<file path="config.mk">
export PLATFORM = sky130hd
export DESIGN_NAME = bip_ctrl_unit
export DESIGN_NICKNAME = d
export VERILOG_FILES = /design/src/rtl/bip_ctrl_unit.sv
export SDC_FILE = /design/constraint.sdc
export NUM_CORES = 1
export LEC_CHECK = 0
export ABC_AREA = 1
export BUFFER_PORTS_ARGS = -buffer_cell sky130_fd_sc_hd__buf_4
export CAP_MARGIN = 20
export CORE_UTILIZATION = 40
export DETAILED_ROUTE_END_ITERATION = 8
export PLACE_DENSITY_LB_ADDON = 0.12
export SLEW_MARGIN = 30
export SYNTH_ARGS = -nofsm -noshare
export SYNTH_HDL_FRONTEND = slang
export SYNTH_SLANG_ARGS = --single-unit
</file>
<file path="constraint.sdc">
create_clock -name i_clk -period 1.86 [get_ports i_clk]
set_clock_uncertainty 0.2 [all_clocks]
set_input_delay 0.093 -clock i_clk [delete_from_list [all_inputs] [get_ports i_clk]]
set_output_delay 0.093 -clock i_clk [all_outputs]
set_load 0.1 [all_outputs]
</file>
<file path="src/rtl/bip_ctrl_unit.sv">
// Sequential control unit for the accumulator CPU: fetch handshake, decode, RAM-read stalls, JMP and HALT.
// Optional logic-op opcodes (AND/OR/XOR and immediate forms) are enabled by defining BIP_LOGIC_OPS_EN.
module bip_ctrl_unit #(
  parameter int OPCODE_WIDTH  = 5,
  parameter int OPERAND_WIDTH = 11,
  parameter int PC_WIDTH      = 11
) (
  input  logic                                  i_clk,
  input  logic                                  i_rst_n,
  input  logic [OPCODE_WIDTH+OPERAND_WIDTH-1:0] i_instr,
  input  logic                                  i_valid,
  input  logic                                  i_mem_ready,
  output logic [PC_WIDTH-1:0]                   o_pc,
  output logic [OPERAND_WIDTH-1:0]              o_operand,
  output logic [1:0]                            o_selA,
  output logic                                  o_selB,
  output logic [2:0]                            o_OP,
  output logic                                  o_WrAcc,
  output logic                                  o_WrPC,
  output logic                                  o_WrRam,
  output logic                                  o_RdRam,
  output logic                                  o_illegal,
  output logic                                  o_halted
);

  typedef enum logic [2:0] {
    S_IDLE,
    S_FETCH,
    S_EXEC,
    S_WAIT,
    S_HALT
  } state_t;

  state_t state, state_next;

  logic [PC_WIDTH-1:0]      pc;
  logic [OPCODE_WIDTH-1:0]  opcode;
  logic [OPERAND_WIDTH-1:0] operand;

  logic       upper_zero;
  logic       dec_ram_read;
  logic       dec_halt;
  logic       dec_jmp;
  logic       dec_illegal;
  logic       dec_wr_acc;
  logic       dec_wr_ram;
  logic [1:0] dec_sel_a;
  logic       dec_sel_b;
  logic [2:0] dec_op;

  // Opcode bits above the 5-bit map must be zero; the shift keeps this legal when OPCODE_WIDTH is exactly 5.
  assign upper_zero = ((opcode >> 5) == '0);

  always_comb begin
    dec_ram_read = 1'b0;
    dec_halt     = 1'b0;
    dec_jmp      = 1'b0;
    dec_illegal  = 1'b0;
    dec_wr_acc   = 1'b0;
    dec_wr_ram   = 1'b0;
    dec_sel_a    = 2'b00;
    dec_sel_b    = 1'b0;
    dec_op       = 3'b000;
    if (!upper_zero) begin
      dec_illegal = 1'b1;
    end else begin
      case (opcode[4:0])
        5'b00000: dec_halt = 1'b1;
        5'b00001: dec_wr_ram = 1'b1;
        5'b00010: dec_ram_read = 1'b1;
        5'b00011: begin dec_sel_a = 2'b01; dec_wr_acc = 1'b1; end
        5'b00100: begin dec_ram_read = 1'b1; dec_sel_a = 2'b10; end
        5'b00101: begin dec_sel_b = 1'b1; dec_sel_a = 2'b10; dec_wr_acc = 1'b1; end
        5'b00110: begin dec_ram_read = 1'b1; dec_sel_a = 2'b10; dec_op = 3'b001; end
        5'b00111: begin dec_sel_b = 1'b1; dec_sel_a = 2'b10; dec_op = 3'b001; dec_wr_acc = 1'b1; end
        5'b01000: dec_jmp = 1'b1;
`ifdef BIP_LOGIC_OPS_EN
        5'b01001: begin dec_ram_read = 1'b1; dec_sel_a = 2'b10; dec_op = 3'b010; end
        5'b01010: begin dec_sel_b = 1'b1; dec_sel_a = 2'b10; dec_op = 3'b010; dec_wr_acc = 1'b1; end
        5'b01011: begin dec_ram_read = 1'b1; dec_sel_a = 2'b10; dec_op = 3'b011; end
        5'b01100: begin dec_sel_b = 1'b1; dec_sel_a = 2'b10; dec_op = 3'b011; dec_wr_acc = 1'b1; end
        5'b01101: begin dec_ram_read = 1'b1; dec_sel_a = 2'b10; dec_op = 3'b100; end
        5'b01110: begin dec_sel_b = 1'b1; dec_sel_a = 2'b10; dec_op = 3'b100; dec_wr_acc = 1'b1; end
`endif
        default: dec_illegal = 1'b1;
      endcase
    end
  end

  always_comb begin
    state_next = state;
    o_selA     = 2'b00;
    o_selB     = 1'b0;
    o_OP       = 3'b000;
    o_WrAcc    = 1'b0;
    o_WrPC     = 1'b0;
    o_WrRam    = 1'b0;
    o_RdRam    = 1'b0;
    o_illegal  = 1'b0;
    o_halted   = 1'b0;
    case (state)
      S_IDLE:  state_next = S_FETCH;
      S_FETCH: if (i_valid) state_next = S_EXEC;
      S_EXEC: begin
        o_selA = dec_sel_a;
        o_selB = dec_sel_b;
        o_OP   = dec_op;
        if (dec_ram_read) begin
          o_RdRam    = 1'b1;
          state_next = S_WAIT;
        end else if (dec_halt) begin
          state_next = S_HALT;
        end else begin
          o_WrAcc    = dec_wr_acc;
          o_WrRam    = dec_wr_ram;
          o_WrPC     = 1'b1;
          o_illegal  = dec_illegal;
          state_next = S_FETCH;
        end
      end
      // Accumulator write and PC advance complete in the cycle the RAM acknowledges.
      S_WAIT: begin
        o_selA  = dec_sel_a;
        o_selB  = dec_sel_b;
        o_OP    = dec_op;
        o_RdRam = 1'b1;
        o_WrAcc = i_mem_ready;
        o_WrPC  = i_mem_ready;
        if (i_mem_ready) state_next = S_FETCH;
      end
      S_HALT:  o_halted = 1'b1;
      default: state_next = S_IDLE;
    endcase
  end

  always_ff @(posedge i_clk or negedge i_rst_n) begin
    if (!i_rst_n) begin
      state   <= S_IDLE;
      pc      <= '0;
      opcode  <= '0;
      operand <= '0;
    end else begin
      state <= state_next;
      if (state == S_FETCH && i_valid) begin
        opcode  <= i_instr[OPCODE_WIDTH+OPERAND_WIDTH-1:OPERAND_WIDTH];
        operand <= i_instr[OPERAND_WIDTH-1:0];
      end
      if (o_WrPC) begin
        pc <= dec_jmp ? PC_WIDTH'(operand) : pc + PC_WIDTH'(1);
      end
    end
  end

  assign o_pc      = pc;
  assign o_operand = operand;

endmodule
</file>
Word-level counts from Yosys, hierarchy flattened
Cells that the tools add are included.
{"block": "word_totals", "reg_bits": 30, "latch_bits": 0, "mem_bits_rw": 0, "romBits": 0, "out_inout_bits": 34, "n_memories": 0}
{"block": "classes", "addsub": 1, "multipliers": 0, "n_div": 0, "order_cmp": 0, "eq_ne": 14, "n_shift": 0, "n_mux": 33, "bitwise_logic": 1, "n_reduce_logical": 11}
{"op": "1-bit 2-to-1 mux", "n": 21}
{"op": "5-bit by 3-bit equality test with 1-bit output, second input constant", "n": 4}
{"op": "3-bit 2-to-1 mux", "n": 5}
{"op": "3-bit case mux with 5 select lines", "n": 1}
{"op": "11-bit by 1-bit adder with 11-bit output, second input constant", "n": 1}
{"op": "11-bit 2-to-1 mux", "n": 1}
{"op": "5-bit by 2-bit equality test with 1-bit output, second input constant", "n": 2}
{"op": "9-bit OR reduction", "n": 1}
{"op": "3-bit by 2-bit equality test with 1-bit output, second input constant", "n": 2}
{"op": "1-bit case mux with 2 select lines", "n": 3}
{"op": "2-bit OR reduction", "n": 3}
{"op": "3-bit OR reduction", "n": 2}
{"op": "5-bit by 1-bit equality test with 1-bit output, second input constant", "n": 1}
{"op": "5-bit by 4-bit equality test with 1-bit output, second input constant", "n": 1}
{"op": "5-bit zero test", "n": 1}
{"op": "2-bit != test, second input constant", "n": 2}
{"op": "2-bit case mux with 2 select lines", "n": 1}
{"op": "4-bit OR reduction", "n": 1}
{"op": "3-bit by 1-bit equality test with 1-bit output, second input constant", "n": 1}
{"op": "3-bit equality test, second input constant", "n": 1}
{"op": "3-bit zero test", "n": 1}
{"op": "3-bit AND reduction", "n": 1}
{"op": "2-bit 2-to-1 mux", "n": 1}
{"op": "1-bit logical AND", "n": 1}
{"op": "1-bit NOT", "n": 1}

Longest topological paths before layout
Gate-level depths: netlist (run 1).
{"block": "logic_depth", "depth_word": 6, "depth_mapped": 8, "depth_no_buf": 8}

Worst setup path after synthesis (run 1)
No wires, ideal clock.
{"block": "synth_timing", "kind": "reg-to-output", "start": "register state[2]", "end": "output port o_WrAcc", "t_arrival_ps": 5010, "required_ps": 1567, "setup_slack_ps": -3443, "stages_incl_launch_ff": 6, "cell_sequence": "dfrtp_1 > inv_2 > nand2_1 > nor3_1 > nor2_1 > o21ai_0"}
{"block": "synth_between", "elab_chain_cells": 2}
{"item": "start, declared", "line": "34", "rtl": "state_t state, state_next;"}
{"item": "start signal, assigned", "line": "143", "rtl": "state <= state_next;"}
{"item": "3-bit by 2-bit equality test with 1-bit output", "line": "101", "rtl": "case (state)"}
{"item": "1-bit case mux with 2 select lines (*)", "line": "101"}
{"item": "end, declared", "line": "18", "rtl": "output logic o_WrAcc,"}
Mark *: on every way between the ends. The rest lies on a longest branch, timed or not.

Final worst setup path (run 1)
{"block": "layout_timing", "start": "register opcode[2]", "end": "output port o_WrAcc"}
{"block": "layout_between", "elab_chain_cells": 6}
{"item": "start, declared", "line": "37", "rtl": "logic [OPCODE_WIDTH-1:0] opcode;"}
{"item": "start signal, assigned", "line": "145", "rtl": "opcode <= i_instr[OPCODE_WIDTH+OPERAND_WIDTH-1:OPERAND_WIDTH];"}
{"item": "5-bit by 3-bit equality test with 1-bit output / 5-bit by 2-bit equality test with 1-bit output (equally long branches)", "line": "67", "rtl": "case (opcode[4:0])"}
{"item": "3-bit OR reduction (no line)"}
{"item": "1-bit 2-to-1 mux", "line": "67"}
{"item": "1-bit 2-to-1 mux", "line": "111", "rtl": "end else if (dec_halt) begin"}
{"item": "1-bit 2-to-1 mux (*)", "line": "108", "rtl": "if (dec_ram_read) begin"}
{"item": "1-bit case mux with 2 select lines (*)", "line": "101"}
Marks and branches as above.

==> results_dict.tcl, run 1 <==
set metrics [dict create \
    status "complete, no violations" \
    cpPeakStageDelay_ns 0.44 \
    root_buffer "clkbuf_8" \
    grt_start_max_net_pins 31 \
    cts.clk_slew.worst_paths_ns 0.07 \
    crit_chain "nor2_4 > nand2_4 > nor3_4 > nor2_2 > o21ai_4 > buf_12" \
    cap_violations 0 \
    gr-usage-met3 0.0417 \
    overflow 0 \
    cts_tree "done" \
    hp-class "in2reg" \
    met1_usage 0.273 \
    initial_core_util 0.427 \
    crit_required_ns 1.57 \
    utilization 0.661 \
    drv_slew 0 \
    ios 54 \
    first_pass_iters 4 \
    cp.buffers_inverters 1 \
    antenna_cells 0 \
    critPathLaunchType "flop" \
    hold_violations 0 \
    via_per_inst 4.83 \
    syn_inst 221 \
    die_w_um 68.3 \
    clk_latency_ns 0.28 \
    grt_pass1_wl_mm 7.06 \
    cts.sinks 30 \
    drc 0 \
    finalCriticalPeriod_ns 1.83 \
    final_area_mm2 0.00272 \
    crit_type "reg2out" \
    critPathTopFamily "simple AND/OR/NAND/NOR gates" \
    via_count 1719 \
    yosysSeqAreaShare 0.427 \
    worstPathArrival_ns 1.54 \
    finalSetupViolations 0 \
    clock.fmax_mhz 547 \
    worst_slack_ns 0.0320 \
    slowest_stage "dfrtp_2" \
    grt-busiest-layer "met2" \
    dpl_cell_area_mm2 0.00226 \
    grt_use_total 0.209 \
    syn_area_mm2 0.00176 \
    rsz0062_at_grt "true" \
    rows 23 \
    antenna_found_initial 0 \
    die_height_um 68.3 \
    wl_per_cell_um 12.1 \
    finalCritPeriodShare 0.983 \
    hpwl_mm 2.94 \
    cts_buffers 5 \
    ys_types 33 \
    ys_seq_elements 30 \
    first_global_vias 1570 \
    path_max_fanout 4 \
    htree_levels 2 \
    syn2layout_area_growth_pct 54.9 \
    clock_path_buffers 2 \
    drt-total-wl_mm 4.32 \
    nNetsFinal 326 \
    first_iter_violations 71 \
    globalRouteMet2Util 0.336 \
    ant_nets 0 \
    fin_hold_ws_ns 0.0524 \
    place_congestion 0.806 \
    syn_avg_cell_area_um2 7.95 \
    die-area_mm2 0.00466 \
    io_buffers 51 \
    drive_above_1_share 0.412 \
    endpoint_kind "output pin" \
    ys_warn_count 0 \
    preCtsSetupSlack_ns 0.116 \
    core-area_mm2 0.00412 \
]
==> metal layers <==
metal,vias to the layer above,wire [µm]
met5,-,0
met4,0,60
met3,6,143
met2,35,2060
met1,791,2060
li1,887,-
==> synthesized netlist by cell type (all sizes together) <==
library cell / n / area, µm²
nand2: 59 / 231
dfrtp: 30 / 751
inv: 26 / 97.6
nor2: 24 / 100
nand3: 18 / 103
o21ai: 16 / 80.1
mux2: 9 / 124
a21oi: 8 / 40.0
buf: 7 / 56.3
nor3: 6 / 46.3
nand4: 5 / 31.3
nand3b: 3 / 22.5
or2: 3 / 18.8
o211ai: 2 / 15.0
conb: 1 / 3.75
ha: 1 / 12.5
nor4: 1 / 6.26
xnor2: 1 / 8.76
xor2: 1 / 8.76
==> cell type report <==
class                   instances  area (µm²)
clock inverters                 2        10.0
fillers                       352        1390
clock buffers                   6        72.6
inverters                      26         103
repair buffers                 83         722
flip-flops and latches         30         773
well taps                      50        62.6
multi-input cells             159         978
==> registers in the layout, summed over array words and instances, names as in the netlist <==
register	count
o_operand	11
o_pc	11
opcode	5
state	3
==> per-stage QoR <==
step | instances | setup TNS, ns
floorplan | 222 | -2.31
global placement | 319 | 0
global route | 356 | -0.122
detailed placement | 319 | 0
CTS | 350 | 0
finish | 356 | 0
==> tightest hold or removal path: cells and delay by family <==
kind                   cells  cell delay, ns
AOI/OAI and AO/OA          2            0.26
buffers and inverters      1            0.10
and+or+nand+nor            1            0.05
==> final timing paths <==
check,start,to,slack [ns],cells after the start
min in group asynchronous,i_rst_n,o_operand[2],0.06,2
setup reg to reg,state[1],o_operand[8],0.18,4
hold reg to reg,o_pc[4],o_pc[4],0.34,2
setup / recovery,opcode[2],o_WrAcc,0.03,6
max in group asynchronous,i_rst_n,o_pc[1],1.08,2
hold / removal,i_valid,state[0],0.05,4
==> cells in the final DEF (no fill, tap or decap), types with 3 or more instances in the layout <==
master / Yosys / final
nand3_1: 17 / 15
nor2_2: 1 / 3
o21ai_0: 15 / 12
dlygate4sd3_1: 0 / 18
nand2_1: 57 / 53
nand3b_1: 3 / 3
dfrtp_2: 0 / 12
clkbuf_8: 0 / 5
inv_2: 4 / 6
nor2_4: 1 / 3
nor2_1: 22 / 18
nor3_4: 1 / 4
mux2_2: 3 / 3
o21ai_1: 1 / 3
buf_4: 2 / 60
nand4_1: 5 / 5
buf_12: 0 / 4
dfrtp_1: 30 / 16
mux2_4: 6 / 6
inv_1: 22 / 18
nand2_4: 1 / 4
a21oi_1: 8 / 8
==> cell families after synthesis <==
| kind of cell | after synthesis | share of synthesized area |
|---|---|---|
| flip-flops | 30 | 0.427 |
| AND/OR/NAND/NOR | 119 | 0.318 |
| multiplexers | 9 | 0.0705 |
| adder cells (fa/ha/maj) | 1 | 0.00712 |
| AO/OA/AOI/OAI | 26 | 0.0769 |
| buffers and inverters | 33 | 0.0876 |
| other | 1 | 0.00213 |
| XOR/XNOR | 2 | 0.00997 |
==> timing repair <==
item / in CTS / in global routing
hold buffers: 18 / 0
gates resized for setup: 26 / 11
pin swaps: 2 / 5
endpoints found under the setup margin: 5 / 4
endpoints found under the hold margin: 48 / 0
setup buffers: 5 / 6
Power of run 1 is left out: the tool's default activity adds up to more than one toggle a clock period on the data nets, which glitch-free logic cannot reach.
==> inputs of run 2 (changes only) <==
--- a/config.mk
+++ b/config.mk
@@ -10,8 +10,9 @@
 export CAP_MARGIN = 20
 export CORE_UTILIZATION = 40
 export DETAILED_ROUTE_END_ITERATION = 8
-export PLACE_DENSITY_LB_ADDON = 0.12
+export PLACE_DENSITY = 0.67
 export SLEW_MARGIN = 30
 export SYNTH_ARGS = -nofsm -noshare
 export SYNTH_HDL_FRONTEND = slang
 export SYNTH_SLANG_ARGS = --single-unit
+export TNS_END_PERCENT = 50
==> run 2 against run 1 <==
Against the previous run:
- cell area shrank 1.2%
- first-iteration DRC count grew 31%
- register-to-register slack lost 0.12 ns
- non-clock buffer count shrank 3
- worst hold slack gained 0.011 ns
- utilization shrank 0.82 points
==> results_dict.tcl, run 2 (synthesis gave the netlist of run 1 again) <==
set metrics [dict create \
    grt_use_total 0.196 \
    finalCriticalPeriod_ns 1.83 \
    rows 23 \
    htree_levels 2 \
    layout_common_cells "buf_4 (57), nand2_1 (54), nor2_1 (19)" \
    via_count 1728 \
    first_pass_iters 4 \
    cts.sinks 30 \
    slowest_stage "dfrtp_2" \
    cts_tree "done" \
    wl_per_cell_um 12.3 \
    ios 54 \
    rsz0062_at_grt "true" \
    first_iter_violations 93 \
    clock.fmax_mhz 546 \
    hp-class "in2reg" \
    finalSetupViolations 0 \
    nNetsFinal 324 \
    die_height_um 68.3 \
    via_per_inst 4.88 \
    drc 0 \
    ant_nets 0 \
    cp.buffers_inverters 1 \
    hpwl_mm 2.82 \
    core-area_mm2 0.00412 \
    critPathTopFamily "simple AND/OR/NAND/NOR gates" \
    final_common_cell "buf_4" \
    first_global_vias 1467 \
    syn2layout_area_growth_pct 53.0 \
    worst_slack_ns 0.0285 \
    place_congestion 0.769 \
    antenna_cells 0 \
    cap_violations 0 \
    critPathLaunchType "flop" \
    preCtsSetupSlack_ns 0.107 \
    grt_start_max_net_pins 31 \
    multi_input_comb_area_um2 968 \
    cts.clk_slew.worst_paths_ns 0.06 \
    overflow 0 \
    drv_slew 0 \
    crit_path_frequent_cell "nor3_4" \
    cts_buffers 5 \
    seqCellArea_um2 771 \
    die-area_mm2 0.00466 \
    drt-total-wl_mm 4.36 \
    initial_core_util 0.427 \
    ff2ff_setup_slack_ns 0.06 \
    hold_violations 0 \
    clk_latency_ns 0.28 \
    antenna_found_initial 0 \
    cpPeakStageDelay_ns 0.44 \
    crit_required_ns 1.57 \
    path_max_fanout 3 \
    die_w_um 68.3 \
    finalCritPeriodShare 0.985 \
    fillers 357 \
    crit_chain "nor3_4 > nand2_2 > nor3_4 > buf_12" \
    endpoint_kind "output pin" \
    root_buffer "clkbuf_8" \
    grt_pass1_wl_mm 6.76 \
    io_buffers 51 \
    clock_path_buffers 2 \
    worstPathArrival_ns 1.54 \
    crit_type "reg2out" \
    drive_above_1_share 0.391 \
    status "complete, no violations" \
]
[run 2: layout make-up]
| class | count | share of cell area |
|---|---|---|
| Clock buffer | 7 | 0.0321 |
| Clock inverter | 1 | 0.00186 |
| Inverter | 26 | 0.0372 |
| Multi-Input combinational cell | 160 | 0.360 |
| Sequential cell | 30 | 0.287 |
| Tap cell | 50 | 0.0233 |
| Timing Repair Buffer | 80 | 0.258 |
[run 2: final timing paths]
kind	from	end	cells past startpoint
max in group asynchronous	i_rst_n	o_pc[0]	2
max	state[2]	o_illegal	4
min reg2reg	o_operand[7]	o_operand[7]	1
min in group asynchronous	i_rst_n	o_pc[9]	2
max reg2reg	state[1]	o_operand[8]	5
min	i_valid	state[0]	4
[run 2: tightest hold or removal path, stage by stage]
cell and delay [ns]:
buf_4 0.12, o21ai_1 0.09, o21ai_0 0.14, nand2_1 0.06
[run 2: repair_timing]
action                                 in CTS  in global routing
endpoints found under the hold margin      48                  0
setup endpoints to repair                   7                 14
resized for setup                          17                 12
gates cloned                                0                  1
hold buffers                               18                  0
pin swaps                                   2                  3
buffers inserted                            4                  3
[run 2: stage by stage]
| stage | setup TNS, ns | cells | util | hold slack, ns | cell area, µm² |
|---|---|---|---|---|---|
| global placement | 0 | 320 | 0.552 | -0.155 | 2270 |
| CTS | -0.00635 | 350 | 0.638 | 0.0462 | 2630 |
| global route | -0.261 | 354 | 0.653 | 0.0925 | 2690 |
| floorplan | -2.31 | 222 | - | -0.403 | 1850 |
| detailed placement | 0 | 320 | 0.552 | -0.150 | 2270 |
| finish | 0 | 354 | 0.653 | 0.0636 | 2690 |
[run 2: metal layers]
metal | GRT usage | routed length, µm | vias up
met2 | 0.332 | 2130 | 50
met1 | 0.251 | 1920 | 791
met5 | 0 | 0 | -
li1 | - | - | 883
met3 | 0.0450 | 257 | 4
met4 | 0.0469 | 47 | 0
Power of run 2 is left out for the same reason.
==> inputs of run 3 (changes only) <==
--- a/config.mk
+++ b/config.mk
@@ -7,7 +7,7 @@
 export LEC_CHECK = 0
 export ABC_AREA = 1
 export BUFFER_PORTS_ARGS = -buffer_cell sky130_fd_sc_hd__buf_4
-export CAP_MARGIN = 20
+export CAP_MARGIN = 30
 export CORE_UTILIZATION = 40
 export DETAILED_ROUTE_END_ITERATION = 8
 export PLACE_DENSITY = 0.67
==> constraint.sdc (replaced) <==
create_clock -name i_clk -period 2 [get_ports i_clk]
set_clock_uncertainty 0.2 [all_clocks]
set_input_delay 0.1 -clock i_clk [delete_from_list [all_inputs] [get_ports i_clk]]
set_output_delay 0.1 -clock i_clk [all_outputs]
set_load 0.1 [all_outputs]
==> run 3 against run 2 <==
Against the previous run:
- utilization shrank 2.3 points
- via count shrank 2.7%
- worst hold slack gained 0.019 ns
- critical path depth grew 3
- critical endpoint is now o_WrAcc
==> results_dict.tcl, run 3 (synthesis gave the netlist of run 1 again) <==
set metrics [dict create \
    ios 54 \
    via_per_inst 4.86 \
    r2r_cells 8 \
    finalCriticalPeriod_ns 1.96 \
    multi_input_comb_area_um2 938 \
    hp-class "in2async" \
    ant_nets 0 \
    status "complete, no violations" \
    cap_violations 0 \
    nNetsFinal 316 \
    finalSetupViolations 0 \
    rsz0062_at_grt "true" \
    die_height_um 68.3 \
    io_buffers 51 \
    instances_no_fill 346 \
    overflow 0 \
    hold_violations 0 \
    htree_levels 2 \
    cts_buffers 5 \
    ff2ff_setup_slack_ns 0.33 \
    rows 23 \
    antenna_cells 0 \
    r2r-start "o_pc[0]" \
    drv_slew 0 \
    critPathLaunchType "flop" \
    grt_start_max_net_pins 31 \
    cts.sinks 30 \
    hpwl_mm 2.81 \
    clock_path_buffers 2 \
    clock.fmax_mhz 510 \
    syn2layout_area_growth_pct 47.6 \
    cts.clk_slew.worst_paths_ns 0.07 \
    crit_required_ns 1.70 \
    cts_tree "done" \
    drt-total-wl_mm 4.07 \
    crit_type "reg2out" \
    endpoint_kind "output pin" \
    clk_latency_ns 0.28 \
    first_iter_violations 140 \
    layout_common_cells "nand2_1 (55), buf_4 (50), dfrtp_1 (28)" \
    root_buffer "clkbuf_8" \
    first_pass_iters 4 \
    drive_above_1_share 0.328 \
    finalCritPeriodShare 0.980 \
    dp_cells 319 \
    antenna_found_initial 0 \
    path_max_fanout 4 \
    grt_pass1_wl_mm 6.53 \
    drc 0 \
    first_global_vias 1459 \
    fillers 351 \
    wl_per_cell_um 11.8 \
    place_congestion 0.763 \
    initial_core_util 0.427 \
    via_count 1682 \
    timing.rr.end "o_pc[10]" \
    worstPathArrival_ns 1.66 \
    die-area_mm2 0.00466 \
    die_w_um 68.3 \
    core-area_mm2 0.00412 \
    final_common_cell "nand2_1" \
    seqCellArea_um2 753 \
    grt_use_total 0.190 \
]
==> run 3: worst max path at each step <==
stage	start	to	slack, ns	cells after the start
6_report	opcode[2]	o_WrAcc	0.04	7
5_1_grt	opcode[2]	o_WrAcc	-0.03	7
4_1_cts	opcode[3]	o_WrAcc	-0.007	6
3_5_place_dp	opcode[3]	o_WrAcc	0.25	6
3_3_place_gp	opcode[3]	o_WrAcc	0.31	6
2_1_floorplan	state[2]	o_WrAcc	-0.52	5
==> run 3: critical path: stages, from the launching register on <==
cell	delay, ns
dfrtp_1	0.42
nor2_2	0.15
buf_4	0.14
nand2_2	0.10
nor3_4	0.16
nor2_2	0.07
o21ai_4	0.17
buf_12	0.19
==> run 3: area by class of cell <==
type	count	area share
flip-flops and latches	30	0.290
multi-input cells	159	0.362
repair buffers	73	0.243
well taps	50	0.0241
clock buffers	8	0.0425
inverters	26	0.0386
==> run 3: repair_timing <==
item / in CTS / in global routing
buffers inserted: 0 / 1
hold buffers: 18 / 0
gates resized for setup: 1 / 13
setup endpoints to repair: 2 / 5
endpoints found under the hold margin: 47 / 0
==> run 3: stage by stage <==
step / setup WS (ns) / instance area (µm²) / util / setup TNS, ns / hold WS [ns]
after floorplan: -0.521 / 1840 / - / -2.07 / -0.396
after global placement: 0.307 / 2250 / 0.546 / 0 / -0.144
after detailed placement: 0.250 / 2250 / 0.546 / 0 / -0.144
after CTS: -0.00723 / 2540 / 0.618 / -0.00752 / 0.0884
after global routing: -0.0282 / 2590 / 0.630 / -0.0547 / 0.119
final: 0.0392 / 2590 / 0.630 / 0 / 0.0827
==> run 3: per-layer routing <==
layer	part of all wire	track usage
met1	0.47	0.250
met2	0.48	0.314
met3	0.037	0.0400
met4	0.012	0.0469
met5	0	0
Power of run 3 is left out for the same reason.
